**config.mk**
```make
export PLATFORM = sky130hd
export DESIGN_NAME = ram_port_arbiter
export DESIGN_NICKNAME = d
export VERILOG_FILES = /design/src/rtl/ram_port_arbiter.sv
export SDC_FILE = /design/constraint.sdc
export NUM_CORES = 1
export LEC_CHECK = 0
export CAP_MARGIN = 10
export CORE_AREA = 5 5 153 155
export CTS_CLUSTER_SIZE = 28
export DETAILED_ROUTE_END_ITERATION = 16
export DIE_AREA = 0 0 158 160
export PLACE_DENSITY = 0.69
export SLEW_MARGIN = 40
export SYNTH_ARGS = -nofsm -noshare
export SYNTH_HDL_FRONTEND = slang
export SYNTH_SLANG_ARGS = --single-unit
export TNS_END_PERCENT = 10
```
**constraint.sdc**
```tcl
create_clock -name i_clk -period 2.48 [get_ports i_clk]
set_clock_uncertainty 0.2 [all_clocks]
set_input_delay 0.496 -clock i_clk [delete_from_list [all_inputs] [get_ports i_clk]]
set_output_delay 0.496 -clock i_clk [all_outputs]
set_load 0.05 [all_outputs]
```
**src/rtl/ram_port_arbiter.sv**
```systemverilog
// Round-robin arbiter sharing one RAM port between NUM_REQ requesters, with an
// on-demand sweep that writes zero to every RAM address.
module ram_port_arbiter #(
    parameter int unsigned NUM_REQ    = 4,
    parameter int unsigned ID_WIDTH   = 2,
    parameter int unsigned ADDR_WIDTH = 10,
    parameter int unsigned DATA_WIDTH = 48
) (
    input  logic                            i_clk,
    input  logic                            i_rstn,
    input  logic [NUM_REQ-1:0]              i_req,
    input  logic [NUM_REQ-1:0]              i_we,
    input  logic [NUM_REQ*ADDR_WIDTH-1:0]   i_addr,
    input  logic [NUM_REQ*DATA_WIDTH-1:0]   i_wdata,
    output logic [NUM_REQ-1:0]              o_ack,
    output logic                            o_rvalid,
    output logic [ID_WIDTH-1:0]             o_rid,
    output logic [DATA_WIDTH-1:0]           o_rdata,
    input  logic                            i_clear,
    output logic                            o_busy,
    output logic                            o_ram_wr_n,
    output logic [ADDR_WIDTH-1:0]           o_ram_addr,
    output logic [DATA_WIDTH-1:0]           o_ram_wdata,
    input  logic [DATA_WIDTH-1:0]           i_ram_rdata
);

    typedef enum logic [0:0] {StIdle, StClear} state_e;

    state_e                  state_q, state_d;
    logic                    clear_pending_q, clear_pending_d;
    logic [ID_WIDTH-1:0]     last_q, last_d;
    logic [ADDR_WIDTH:0]     clr_cnt_q, clr_cnt_d;
    logic                    rd_v1_q, rd_v1_d;
    logic [ID_WIDTH-1:0]     rid1_q, rid1_d;
    logic                    wr_n_d;
    logic [ADDR_WIDTH-1:0]   addr_d;
    logic [DATA_WIDTH-1:0]   wdata_d;

    logic                    grant;
    logic                    arb_en;
    logic [ID_WIDTH-1:0]     win;
    logic [ID_WIDTH-1:0]     idx;

    // Search from last+1 upward so the most recent winner has lowest priority.
    always_comb begin
        grant = 1'b0;
        win   = '0;
        idx   = '0;
        for (int unsigned i = 1; i <= NUM_REQ; i++) begin
            idx = ID_WIDTH'((32'(last_q) + i) % NUM_REQ);
            if (!grant && i_req[idx]) begin
                grant = 1'b1;
                win   = idx;
            end
        end
    end

    assign arb_en = (state_q == StIdle) && !clear_pending_q && grant;

    always_comb begin
        o_ack = '0;
        if (arb_en && i_rstn) begin
            o_ack[win] = 1'b1;
        end
    end

    always_comb begin
        state_d         = state_q;
        clear_pending_d = clear_pending_q;
        last_d          = last_q;
        clr_cnt_d       = clr_cnt_q;
        rd_v1_d         = 1'b0;
        rid1_d          = rid1_q;
        wr_n_d          = 1'b1;
        addr_d          = o_ram_addr;
        wdata_d         = o_ram_wdata;
        case (state_q)
            StIdle: begin
                if (clear_pending_q) begin
                    // The transition cycle already issues address 0.
                    state_d   = StClear;
                    wr_n_d    = 1'b0;
                    addr_d    = clr_cnt_q[ADDR_WIDTH-1:0];
                    wdata_d   = '0;
                    clr_cnt_d = clr_cnt_q + 1'b1;
                end else begin
                    if (i_clear) begin
                        clear_pending_d = 1'b1;
                    end
                    if (grant) begin
                        last_d  = win;
                        addr_d  = i_addr[win*ADDR_WIDTH +: ADDR_WIDTH];
                        wdata_d = i_wdata[win*DATA_WIDTH +: DATA_WIDTH];
                        wr_n_d  = ~i_we[win];
                        rd_v1_d = ~i_we[win];
                        rid1_d  = win;
                    end
                end
            end
            StClear: begin
                if (clr_cnt_q[ADDR_WIDTH]) begin
                    state_d         = StIdle;
                    clear_pending_d = 1'b0;
                    clr_cnt_d       = '0;
                end else begin
                    wr_n_d    = 1'b0;
                    addr_d    = clr_cnt_q[ADDR_WIDTH-1:0];
                    wdata_d   = '0;
                    clr_cnt_d = clr_cnt_q + 1'b1;
                end
            end
            default: state_d = StIdle;
        endcase
    end

    always_ff @(posedge i_clk or negedge i_rstn) begin
        if (!i_rstn) begin
            state_q         <= StIdle;
            clear_pending_q <= 1'b0;
            last_q          <= ID_WIDTH'(NUM_REQ - 1);
            clr_cnt_q       <= '0;
            rd_v1_q         <= 1'b0;
            rid1_q          <= '0;
            o_rvalid        <= 1'b0;
            o_rid           <= '0;
            o_ram_wr_n      <= 1'b1;
            o_ram_addr      <= '0;
            o_ram_wdata     <= '0;
        end else begin
            state_q         <= state_d;
            clear_pending_q <= clear_pending_d;
            last_q          <= last_d;
            clr_cnt_q       <= clr_cnt_d;
            rd_v1_q         <= rd_v1_d;
            rid1_q          <= rid1_d;
            o_rvalid        <= rd_v1_q;
            o_rid           <= rid1_q;
            o_ram_wr_n      <= wr_n_d;
            o_ram_addr      <= addr_d;
            o_ram_wdata     <= wdata_d;
        end
    end

    assign o_busy  = clear_pending_q;
    assign o_rdata = i_ram_rdata;

endmodule
```
==> metrics.txt <==
status=finished clean; number of global-route vias before repair=between 5,000 and 6,000; WL final=21,100 µm; die width=between 150 and 200 µm; slowest stage cell, crit path=dfstp_2; f_max=about 0.4 GHz; CP Launch Type=flip-flop; first-pass GRT wire length=about 32,000 µm; crit share post-route=0.999; synth top area cells=dfrtp_1, mux2i_1, o221ai_2, buf_4, nand2_1; CORE AREA=roughly 22,000 µm²; Warnings, synthesis=0; most numerous cell in the Yosys netlist=mux2i_1; top cell type's share of synthesized area=0.346; WP data arrival=~1.8 ns; Syn Nets=800; Pwr per Cell Area=roughly 520 nW/µm²; TritonRoute pass-1 iters=4; CTS buffer count=9; TNS Setup=0 ns; max-cap violations=0; register area share after synthesis=0.360; share of cells above drive strength 1=0.211; hold crit path type=input port to asynchronous set/reset pin; Fillers=roughly 2,100; port bufs=roughly 310; Register Area=2010 µm²; Slew HR=0.523; row count=54; number of cells produced by synthesis=between 500 and 600; most common flop cell mapped by yosys=dfrtp_1; min cycle time layout=~2.5 ns; Worst-path clk slew=about 0.07 ns; Finished Layout Cells=about 1,100; GRT Residual Overflow=0; Area Overhead vs Synth=69.5%; HPWL Detailed=roughly 17,000 µm; critical path endpoint category=output port; DR WL/cell=between 15 and 20 µm; largest net degree at the start of global routing=between 50 and 60; Routed Antenna Nets=0; initial antenna violation count=1; CTS tree=done; Ports=about 410; Slew Limit Fails=0; CP Max Fanout=7; via density per instance=roughly 4.8; Leakage=~4 nW; cell taking the most area after synthesis=dfrtp_1; clk root buf=clkbuf_16; DR DRC count=0; Longest Clk Path Bufs=2; Die Y=around 160 µm; GR peak layer=met2; GPL Wtd Cong=between 0.8 and 0.9; Slew @ Worst Pin=0.716 ns; Nets=roughly 1,100; average cell area after synthesis=around 11 µm²; Post-Syn Area=between 5000 and 6000 µm²; Commonest cells post-synth=mux2i_1, dfrtp_1, nand2_1; post-synth cell types=56; H-tree Lvls=3; RSZ-0062 raised after global routing=true; CP cell instances=nor3b_2 > a311o_1 > nor3_4 > buf_12; Async S/R FF share, synth=1.00; Clk Latency, worst-skew pair=0.33 ns; M1 GR Usage=0.185; final design utilization=0.436; critical path data required time=between 1.5 and 2 ns; Post-synth EDFFs=0; Setup CP Type=flip-flop to output port; area occupied by multi-input gates=just under 3000 µm²; initial DRC count=about 200; hold_ws=about 0.034 ns; detailed-route via count=around 5,200; placed cells=1,077; CP max stage delay=slightly above 0.6 ns; Initial Utilization=0.257; Max VDD drop=between 0.4 and 0.5 mV; Setup violations, final=0; met2 usage=0.282; met3 Resource Use GR=0.0528; GRT Total Usage=0.159; Yosys reg bits=80; die area=about 25,000 µm²; Clock Sinks=80; final hold viol count=0
final cells by class:
| type | count | share of cell area |
|---|---|---|
| repair buffers | 377 | 0.402 |
| multi-input cells | 343 | 0.316 |
| flip-flops and latches | 80 | 0.212 |
| well taps | 280 | 0.0371 |
| clock buffers | 11 | 0.0246 |
| clock inverters | 5 | 0.00623 |
| inverters | 4 | 0.00159 |
| diodes | 1 | 0.000265 |
power breakdown:
part           switching [mW]  internal (mW)  leakage (nW)
Sequential              0.148           1.44          1.06
Clock                   0.566          0.782         0.136
Combinational           0.939           1.06          2.79
Total                    1.65           3.28          3.99
critical path, delay by kind of cell, from the launching register on:
| kind | cells | cell delay (ns) |
|---|---|---|
| AO/OA/AOI/OAI | 1 | 0.38 |
| buffers and inverters | 1 | 0.16 |
| flip-flops | 1 | 0.61 |
| AND/OR/NAND/NOR | 2 | 0.30 |
path summary, 6_finish.rpt:
path / from / slack, ns / cells after the start / to
max: last_q[0]$_DFFE_PN1P_ / 0.001 / 4 / o_ack[3]
min reg2reg: rd_v1_q$_DFF_PN0_ / 0.14 / 0 / o_rvalid$_DFF_PN0_
min: i_rstn / 0.03 / 2 / o_rvalid$_DFF_PN0_
min in group i_clk: rd_v1_q$_DFF_PN0_ / 0.14 / 0 / o_rvalid$_DFF_PN0_
max in group asynchronous: i_rstn / 1.40 / 2 / o_busy$_DFFE_PN0P_
max reg2reg: last_q[0]$_DFFE_PN1P_ / 0.15 / 7 / o_ram_wdata[21]$_DFFE_PN0P_
cell usage in the layout, fill, tap and decap left out, types with 6 or more instances in the layout:
cell type        netlist  layout
o221ai_2              49      49
clkdlybuf4s50_1        0     299
mux2_2                 6       6
mux2i_1              100     100
a21oi_1                9       9
a221oi_1               7       7
buf_4                 51      54
o21ai_0                9       9
clkbuf_16              0       9
o22ai_1                9       9
dfrtp_1               77      76
nor2_1                18      16
buf_12                10      16
a22o_1                 6       6
nand2_1               69      66
metal layers:
metal	vias up	wire, µm
li1	2483	-
met3	30	2220
met4	0	309
met5	-	0
met2	224	10600
met1	2499	7990
repair_timing:
action	in CTS	in global routing
resized for setup	20	4
setup endpoints to repair	6	4
hold buffers	0	0
pin swaps	8	2
setup buffers	6	1
cells by family (layout without fill, tap and decap cells):
logic type,count (synthesis),count (layout),synth area share
flip-flops,80,80,0.360
buffers and inverters,84,397,0.125
AO/OA/AOI/OAI,116,116,0.220
AND/OR/NAND/NOR,115,115,0.0919
adder cells (fa/ha/maj),2,2,0.00449
multiplexers,107,107,0.194
XOR/XNOR,3,3,0.00472
other,0,1,0
state kept, by name, indices dropped and copies added (netlist names), 2 cells and up:
name and flops:
o_ram_wdata 48, clr_cnt_q 11, o_ram_addr 10, last_q 2, o_rid 2, rid1_q 2
through the flow:
stage	cell area (µm²)	worst slack, ns	total power, mW
after CTS	9430	-0.0425	5.00
after global placement	9050	-0.331	3.57
after detailed placement	9050	-0.384	3.60
after global routing	9450	-0.0644	5.20
after floorplan	5620	-0.00429	2.95
final	9450	0.00149	4.93
Note: power is estimated with default switching activity, not from simulation.
